### src/rtl/control_pkg.sv
// control_pkg: shared definitions for the multicycle sequencer.
//   - opcode constants decoded from the IR opcode field
//   - state encodings, which are also visible on the STATE debug port
//   - PC source (FONTECP) and ULA operation encodings
//   - classification helpers for memory-wait and retiring states
package control_pkg;

  localparam logic [3:0] OP_JUMP  = 4'b1011;
  localparam logic [3:0] OP_BEQ   = 4'b1100;
  localparam logic [3:0] OP_LOAD  = 4'b1101;
  localparam logic [3:0] OP_STORE = 4'b1110;
  localparam logic [3:0] OP_HALT  = 4'b1111;

  localparam logic [3:0] ULA_ADD = 4'b0000;
  localparam logic [3:0] ULA_SUB = 4'b0001;

  typedef enum logic [3:0] {
    S_INIT   = 4'd0,
    S_FETCH  = 4'd1,
    S_DECODE = 4'd2,
    S_EXEC   = 4'd3,
    S_WB_ALU = 4'd4,
    S_JUMP   = 4'd5,
    S_BRANCH = 4'd6,
    S_ADDR   = 4'd7,
    S_MEM_RD = 4'd8,
    S_MEM_WR = 4'd9,
    S_WB_MEM = 4'd10,
    S_HALT   = 4'd11
  } state_e;

  typedef enum logic [1:0] {
    PC_ULA    = 2'b00,
    PC_BRANCH = 2'b01,
    PC_JUMP   = 2'b10
  } pc_src_e;

  // States that hold a memory request open and wait on MEM_READY.
  function automatic logic is_mem_wait(input state_e s);
    return s inside {S_FETCH, S_MEM_RD, S_MEM_WR};
  endfunction

  // States whose exit to FETCH completes (retires) an instruction.
  function automatic logic retires(input state_e s);
    return s inside {S_WB_ALU, S_WB_MEM, S_MEM_WR, S_JUMP, S_BRANCH};
  endfunction

endpackage

### src/rtl/mem_timer.sv
// mem_timer: counts consecutive cycles a memory access has waited.
//   clk, rst_n  : clock, asynchronous active-low reset
//   clear_i     : restart the count (not waiting, or access completing)
//   waiting_i   : in a memory state with MEM_READY low this cycle
//   expired_o   : this waiting cycle is the last one allowed
// TIMEOUT_CYCLES = 0 disables expiry entirely.
module mem_timer
  import control_pkg::*;
#(
  parameter int TIMEOUT_CYCLES = 16,
  parameter int TO_W           = 5
) (
  input  logic clk,
  input  logic rst_n,
  input  logic clear_i,
  input  logic waiting_i,
  output logic expired_o
);

  localparam bit            ENABLED = (TIMEOUT_CYCLES > 0);
  localparam logic [TO_W-1:0] LIMIT = TO_W'(ENABLED ? TIMEOUT_CYCLES - 1 : 0);

  logic [TO_W-1:0] count_q;

  // NOTE: sequential state is updated with non-blocking assignments only,
  // so every flop samples the pre-edge value of every other flop.
  always_ff @(posedge clk or negedge rst_n) begin
    if (!rst_n) begin
      count_q <= '0;
    end else if (clear_i) begin
      count_q <= '0;
    end else if (waiting_i) begin
      count_q <= count_q + TO_W'(1);
    end
  end

  // Count k means k earlier waiting cycles, so the fault fires on wait cycle
  // number TIMEOUT_CYCLES; a ready on that same cycle still wins upstream.
  assign expired_o = ENABLED && waiting_i && (count_q == LIMIT);

endmodule

### src/rtl/multicycle_control.sv
// multicycle_control: multicycle instruction sequencer.
// Steps each instruction through FETCH/DECODE/EXEC/memory/writeback states,
// driving datapath enables and muxes and a req/ready memory handshake that
// is guarded by a timeout (sticky ERRO, core halts).
// Ports:
//   CLK, RST_N          clock, asynchronous active-low reset
//   CODOP[3:0]          opcode from IR, sampled in DECODE
//   MEM_READY           memory completes the current access this cycle
//   MEM_REQ, MEM_WE     memory request and direction (1 = write)
//   IOUD                memory address source: 0 = PC, 1 = ULA result
//   ESCIR, ESCCP        IR write, unconditional PC write
//   ESCCONDCP           PC write when the ULA result is zero
//   FONTECP[1:0]        PC source (PC_ULA / PC_BRANCH / PC_JUMP)
//   ULA_OP[3:0]         ULA operation
//   ESCREG, MEMPARAREG  register write enable, write-data source (1 = memory)
//   HALTED, ERRO        core stopped, sticky memory-timeout fault
//   STATE[3:0]          current state encoding (debug)
//   INSTR_COUNT[31:0]   retired instructions
// Optional feature macro: INSTR_COUNT_EN (undefined: INSTR_COUNT tied to 0).
module multicycle_control
  import control_pkg::*;
#(
  parameter int TIMEOUT_CYCLES = 16,
  parameter int TO_W           = 5
) (
  input  logic        CLK,
  input  logic        RST_N,
  input  logic [3:0]  CODOP,
  input  logic        MEM_READY,
  output logic        MEM_REQ,
  output logic        MEM_WE,
  output logic        IOUD,
  output logic        ESCIR,
  output logic        ESCCP,
  output logic        ESCCONDCP,
  output logic [1:0]  FONTECP,
  output logic [3:0]  ULA_OP,
  output logic        ESCREG,
  output logic        MEMPARAREG,
  output logic        HALTED,
  output logic        ERRO,
  output logic [3:0]  STATE,
  output logic [31:0] INSTR_COUNT
);

  state_e     state_q, state_d;
  logic [3:0] opcode_q;
  logic       erro_q;
  logic       in_wait, mem_waiting, timer_clear, expired;

  // MEM_READY only matters inside the three memory-wait states.
  assign in_wait     = is_mem_wait(state_q);
  assign mem_waiting = in_wait && !MEM_READY;
  assign timer_clear = !in_wait || MEM_READY;

  mem_timer #(
    .TIMEOUT_CYCLES(TIMEOUT_CYCLES),
    .TO_W          (TO_W)
  ) u_mem_timer (
    .clk      (CLK),
    .rst_n    (RST_N),
    .clear_i  (timer_clear),
    .waiting_i(mem_waiting),
    .expired_o(expired)
  );

  // NOTE: state_d gets a default before the case, so no path leaves it
  // unassigned and no latch is inferred.
  always_comb begin
    state_d = state_q;
    case (state_q)
      S_INIT:   state_d = S_FETCH;
      S_FETCH:  if (MEM_READY) state_d = S_DECODE;
                else if (expired) state_d = S_HALT;
      S_DECODE: begin
        case (CODOP)
          OP_JUMP:            state_d = S_JUMP;
          OP_BEQ:             state_d = S_BRANCH;
          OP_LOAD, OP_STORE:  state_d = S_ADDR;
          OP_HALT:            state_d = S_HALT;
          default:            state_d = S_EXEC;
        endcase
      end
      S_EXEC:   state_d = S_WB_ALU;
      S_WB_ALU, S_JUMP, S_BRANCH, S_WB_MEM: state_d = S_FETCH;
      // Only loads and stores reach ADDR, so one compare picks the path.
      S_ADDR:   state_d = (opcode_q == OP_STORE) ? S_MEM_WR : S_MEM_RD;
      S_MEM_RD: if (MEM_READY) state_d = S_WB_MEM;
                else if (expired) state_d = S_HALT;
      S_MEM_WR: if (MEM_READY) state_d = S_FETCH;
                else if (expired) state_d = S_HALT;
      S_HALT:   state_d = S_HALT;
      default:  state_d = S_INIT;
    endcase
  end

  // NOTE: every control flop, including the opcode latch, is reset so that
  // nothing depends on power-up contents.
  always_ff @(posedge CLK or negedge RST_N) begin
    if (!RST_N) begin
      state_q  <= S_INIT;
      opcode_q <= '0;
      erro_q   <= 1'b0;
    end else begin
      state_q <= state_d;
      if (state_q == S_DECODE) opcode_q <= CODOP;
      if (expired)             erro_q   <= 1'b1;
    end
  end

  always_comb begin
    MEM_REQ    = 1'b0;
    MEM_WE     = 1'b0;
    IOUD       = 1'b0;
    ESCIR      = 1'b0;
    ESCCP      = 1'b0;
    ESCCONDCP  = 1'b0;
    FONTECP    = PC_ULA;
    ULA_OP     = ULA_ADD;
    ESCREG     = 1'b0;
    MEMPARAREG = 1'b0;
    HALTED     = 1'b0;
    case (state_q)
      S_FETCH: begin
        MEM_REQ = 1'b1;
        // IR and PC+1 are written only in the cycle the fetch completes.
        if (MEM_READY) begin
          ESCIR = 1'b1;
          ESCCP = 1'b1;
        end
      end
      S_EXEC:   ULA_OP = opcode_q;
      S_WB_ALU: begin
        ULA_OP = opcode_q;
        ESCREG = 1'b1;
      end
      S_JUMP: begin
        ESCCP   = 1'b1;
        FONTECP = PC_JUMP;
      end
      S_BRANCH: begin
        ESCCONDCP = 1'b1;
        FONTECP   = PC_BRANCH;
        ULA_OP    = ULA_SUB;
      end
      S_MEM_RD: begin
        MEM_REQ = 1'b1;
        IOUD    = 1'b1;
      end
      S_MEM_WR: begin
        MEM_REQ = 1'b1;
        MEM_WE  = 1'b1;
        IOUD    = 1'b1;
      end
      S_WB_MEM: begin
        ESCREG     = 1'b1;
        MEMPARAREG = 1'b1;
      end
      S_HALT:   HALTED = 1'b1;
      default:  ;
    endcase
  end

  assign ERRO  = erro_q;
  assign STATE = state_q;

`ifdef INSTR_COUNT_EN
  logic [31:0] count_q;

  // HALT never returns to FETCH, so the count freezes there by construction.
  always_ff @(posedge CLK or negedge RST_N) begin
    if (!RST_N) begin
      count_q <= '0;
    end else if (state_d == S_FETCH && retires(state_q)) begin
      count_q <= count_q + 32'd1;
    end
  end

  assign INSTR_COUNT = count_q;
`else
  assign INSTR_COUNT = '0;
`endif

endmodule

### config.mk
export PLATFORM = sky130hd
export DESIGN_NAME = multicycle_control
export DESIGN_NICKNAME = d
export VERILOG_FILES = /design/src/rtl/control_pkg.sv /design/src/rtl/mem_timer.sv /design/src/rtl/multicycle_control.sv
export SDC_FILE = /design/constraint.sdc
export NUM_CORES = 1
export LEC_CHECK = 0
export ABC_AREA = 1
export ABC_CLOCK_PERIOD_IN_PS = 3080
export BUFFER_PORTS_ARGS = -buffer_cell sky130_fd_sc_hd__buf_2
export CAP_MARGIN = 20
export CORE_MARGIN = 4
export CORE_UTILIZATION = 48
export CTS_CLUSTER_DIAMETER = 120
export CTS_CLUSTER_SIZE = 14
export DETAILED_ROUTE_END_ITERATION = 16
export MAX_ROUTING_LAYER = met4
export PLACE_DENSITY = 0.85
export SLEW_MARGIN = 20
export SYNTH_ARGS = -nofsm -noshare
export SYNTH_HDL_FRONTEND = slang
export SYNTH_SLANG_ARGS = --single-unit
### constraint.sdc
create_clock -name CLK -period 3.08 [get_ports CLK]
set_clock_uncertainty 0.05 [all_clocks]
set_input_delay 0.154 -clock CLK [delete_from_list [all_inputs] [get_ports CLK]]
set_output_delay 0.154 -clock CLK [all_outputs]
set_load 0.005 [all_outputs]
* Word level (Yosys, flattened, before mapping)
Index checks and enable logic that the tools add are counted.
Word-level totals: register bits 14, input bits 7, output and inout port bits 52
Cells by class: $add $sub $neg 1, equal/unequal tests 18, muxes and demuxes 21, reductions and logical operators 14
Operator list (count):
- equality test 4 bit, second input constant | 10
- one-hot mux 4 bit (8 select lines) | 1
- equality test 4 x 3 -> 1 bit, second input constant | 4
- two-way mux 4 bit | 4
- one-hot mux 4 bit (4 select lines) | 1
- two-way mux 1 bit | 10
- two-way mux 5 bit | 2
- equality test 4 x 2 -> 1 bit, second input constant | 2
- one-hot mux 4 bit (2 select lines) | 1
- OR reduction 2 bit | 4
- adder 5 x 1 -> 5 bit, second input constant | 1
- equality test 5 x 4 -> 1 bit, second input constant | 1
- OR reduction 5 bit | 1
- equality test 4 x 1 -> 1 bit, second input constant | 1
- logical NOT 4 bit | 1
- one-hot mux 2 bit (2 select lines) | 1
- nonzero test 3 bit | 1
- OR reduction 3 bit | 1
- logical AND 1 bit | 2
- logical NOT 1 bit | 2
- one-hot mux 1 bit (2 select lines) | 1
- nonzero test 2 bit | 1
- logical OR 1 bit | 1

* Longest topological paths before layout
word-level depth 7, mapped depth 8, mapped depth without buffers 8

* Hierarchy
A second synthesis with hierarchy kept.
Second synthesis, totals: cells, all modules 169, area, all modules 1173.6 um2
Modules (own cells, without submodules):
- multicycle_control | instances 1, cells an instance 136, area each 898.4 um2
- mem_timer | instances 1, cells an instance 33, area each 275.3 um2

* Least setup slack after synthesis
OpenSTA, ideal clock, no wires.
path type reg-to-reg, start reg u_mem_timer.count_q[0], end reg state_q[3], in the netlist STATE[3], setup time 129 ps, arrival 1098 ps, required time 2901 ps, slack 1803 ps, stages on the path, launching flop included 7, clock period less this slack 1277 ps, cells stage by stage dfrtp_1 > ha_1 > nand2_1 > nor2_1 > ha_1 > o211ai_1 > nand3_1
Between the ends: word-level cells in the longest chain between the ends 5, elaborated cells between the ends (all ways) 7
Ends and longest elaborated chain:
- start: declaration | line mem_timer.sv:23 | logic [TO_W-1:0] count_q;
- start signal: assignment | line mem_timer.sv:33 | count_q <= count_q + TO_W'(1);
- equality test 5 x 4 -> 1 bit (*) | line mem_timer.sv:39 | assign expired_o = ENABLED && waiting_i && (count_q == LIMIT);
- logical AND 1 bit (*) | line mem_timer.sv:39
- two-way mux 4 bit (*)
- two-way mux 4 bit, on equally long branches
- one-hot mux 4 bit (8 select lines) (*)
- named net state_d[3] | line multicycle_control.sv:46 | state_e state_q, state_d;
- end signal: assignment | line multicycle_control.sv:105 | state_q <= state_d;
- end: declaration | line multicycle_control.sv:46
Mark *: on every way through the listed nets, which the timed path passes. The rest lies on a longest branch. A chain may end at the register's enable or synchronous reset.

* Worst setup path after layout
start reg state_q[3], in the netlist STATE[3], end out ULA_OP[0]
Between the ends: word-level cells in the longest chain between the ends 3, elaborated cells between the ends (all ways) 5
Ends and longest elaborated chain:
- equality test 4 x 3 -> 1 bit / equality test 4 x 2 -> 1 bit (equally long branches) | line multicycle_control.sv:123 | case (state_q)
- OR reduction 2 bit (no line)
- one-hot mux 4 bit (2 select lines) (*) | line multicycle_control.sv:123
- end: declaration | line multicycle_control.sv:37 | output logic [3:0] ULA_OP,
Every way passes the cells marked *; elsewhere a longest branch is shown, timed or not.

==> results.cfg <==
[die]
die_width_um = 56.2
initial_utilization_pct = 50.5
std_cell_rows = 17
die_h_um = 56.2
die_area_mm2 = 0.00316
io_pins = 59
core_area_mm2 = 0.00221

[routing]
wl_mm = 2.15
dr.pass1.iters = 5
post-route-drc-count = 0
drtAntennaViolNets = 0
vias = 964
initialDrtViolationCount = 16
wl_per_cell_um = 9.81
routed_via_density = 4.40

[setup_path]
crit_path_max_incr_delay_ns = 0.47
cp_top_family = flip-flops
r2r_cells = 6
rr_endpoint = STATE[3]
r2r_start = u_mem_timer.count_q[0]
critPathMaxFanout = 9
critPathKind = register to output pin
required_ns = 2.88
ff2ff_setup_slack_ns = 1.74
cp-start-kind = register
worstPathArrival_ns = 1.56
crit_chain = inv_2 -> nand2_1 -> nor2_1 -> o21ai_0 -> o21ai_0 -> buf_2
path_common_cell = o21ai_0
end_kind = output pin
cp.buffers_inverters = 2
crit_slowest_cell = dfrtp_1

[synthesis]
yosysMostFrequentCell = buf_4
synth_cells = 161
syn_area_mm2 = 0.00112
synth_top_cell_by_area = dfrtp_1
synth_edf_count = 0
synth_top_area_share_pct = 31.4
synth_ff_type = dfrtp_1
async_reset_ff_share_pct = 100
syn_avg_cell_area_um2 = 6.94
yosysWarnings = 0
ys_ff_latch = 14
synth_common_cells = 32 x buf_4, 31 x nand2_1, 25 x nor2_1, 17 x inv_1, 14 x dfrtp_1
synth-seq-area-share_pct = 31.4
ys_top_cells_by_area = dfrtp_1 31%, buf_4 22%, nand2_1 10%
ys_types = 22

[placed_design]
io_buffer_count = 26
place_congestion = 0.776
dp_slack_ns = 1.65
dpl.hpwl_mm = 1.70

[sta]
period_share_pct = 57.4
hold_viol = 0
setup_viol = 0
tns_ns = 0
period_minus_slack_ns = 1.77
max_freq_mhz = 566
drv_slew = 0
rsz0062_at_grt = false
holdWs_ns = 0.0713
layout_setup_ws_ns = 1.31

[layout]
final_nets = 201
drive_above_1_share_pct = 23.0
syn_to_final_growth_pct = 7.84
antennaDiodeCount = 0

[global_routing]
overflow = 0
grt_antenna_before_repair = 0
grt_use_total_pct = 13.6
grt_pass1_vias = 831
grt_pass1_wl_mm = 3.43
grt_max_degree = 15

[job]
maxCapViolCount = 0

[pwr]
p_sw_share_pct = 46.4
p_switching_mw = 0.407
pwr-share-seq_pct = 33.9
p_leak_nw = 0.731
p_int_mw = 0.470
comb_power_share_pct = 50.9
power.total_mw = 0.878
max-vdd-ir-drop_v = 0.000445
p_per_area_mw_per_mm2 = 728
power_frac_clock_pct = 15.2

[clocking]
clk_latency_ns = 0.28
numCtsBuffers = 3
ctsResizeCount = 0
cts_sinks = 14
cts-htree-levels = 1
postCtsSetupBuffers = 0
clk_path_buf_depth = 2
clk_pin_slew_ns = 0.08
cts_hold_buf = 1
cts_tree = built
root_buffer = clkbuf_4

[hold_path]
min_to = opcode_q[2]
whs_path_depth = 3
holdCritStartpoint = CODOP[2]
worst_hold_path_type = primary input to register

[status]
status = finished clean
## how the worst max path moves through the flow
stage          slack (ns)  cells past startpoint                   start         to
2_1_floorplan        1.80                      6  u_mem_timer.count_q[0]   STATE[3]
3_3_place_gp         1.69                      6                STATE[3]  ULA_OP[0]
3_5_place_dp         1.65                      6                STATE[3]  ULA_OP[3]
4_1_cts              1.32                      6                STATE[3]  ULA_OP[0]
5_1_grt              1.16                      6                STATE[3]  ULA_OP[0]
6_report             1.31                      6                STATE[3]  ULA_OP[0]
## cell type report
| type | instances | area, um2 |
|---|---|---|
| well taps | 28 | 35.0 |
| fillers | 220 | 1010 |
| repair buffers | 27 | 140 |
| clock buffers | 4 | 36.3 |
| flip-flops and latches | 14 | 350 |
| inverters | 22 | 82.6 |
| multi-input cells | 124 | 561 |
## placed cells by master, fill, tap and decap left out, types with 2 or more instances in the layout
cell type / instances
buf_2: 26
clkbuf_4: 3
conb_1: 32
dfrtp_1: 14
ha_1: 2
inv_1: 17
inv_2: 5
nand2_1: 31
nand2_2: 4
nand3_1: 6
nor2_1: 25
nor2_2: 3
nor3_1: 3
o21ai_0: 8
o22ai_1: 2
## sequential cells by signal (all words and copies together) (netlist names)
| register | cells |
|---|---|
| ERRO | 1 |
| u_mem_timer.count_q | 5 |
| opcode_q | 4 |
| STATE | 4 |
## stage by stage
stage | utilization, % | instances | area [um2]
2_1_floorplan | - | 192 | 1230
3_3_place_gp | 52.4 | 214 | 1160
3_5_place_dp | 52.4 | 214 | 1160
4_1_cts | 54.5 | 219 | 1200
5_1_grt | 54.5 | 219 | 1200
6_report | 54.5 | 219 | 1200
## cell families after synthesis
family	count (synthesis)	synth area share, %
DFF	14	31.4
AOI/OAI and AO/OA	14	6.94
xor gates and xnor gates	1	0.784
adders and majority gates	2	2.24
and+or+nand+nor	75	29.5
other	1	0.336
buffers and inverters	54	28.9
## per-layer routing
layer  track usage (%)  vias to the layer above  wire (um)
met3              2.32                        4        181
li1                  -                      493          -
met5                 -                        -          0
met1              17.1                      428        924
met2              20.9                       39       1020
met4              6.78                        0         22
## power by group through the flow
stage          logic [mW]  clock network (mW)  registers (mW)
5_1_grt             0.504               0.142           0.305
6_report            0.446               0.134           0.298
2_1_floorplan       0.333                   0           0.291
3_5_place_dp        0.442                   0           0.298
3_3_place_gp        0.436                   0           0.295
4_1_cts             0.447               0.139           0.294
## worst reg2reg max path: stages (launching register included)
cell	delay [ns]
dfrtp_1	0.40
ha_1	0.21
nand2_1	0.08
nor2_1	0.04
ha_1	0.19
o211ai_1	0.17
nand3_1	0.09
Power figures use the tool's default switching activity.
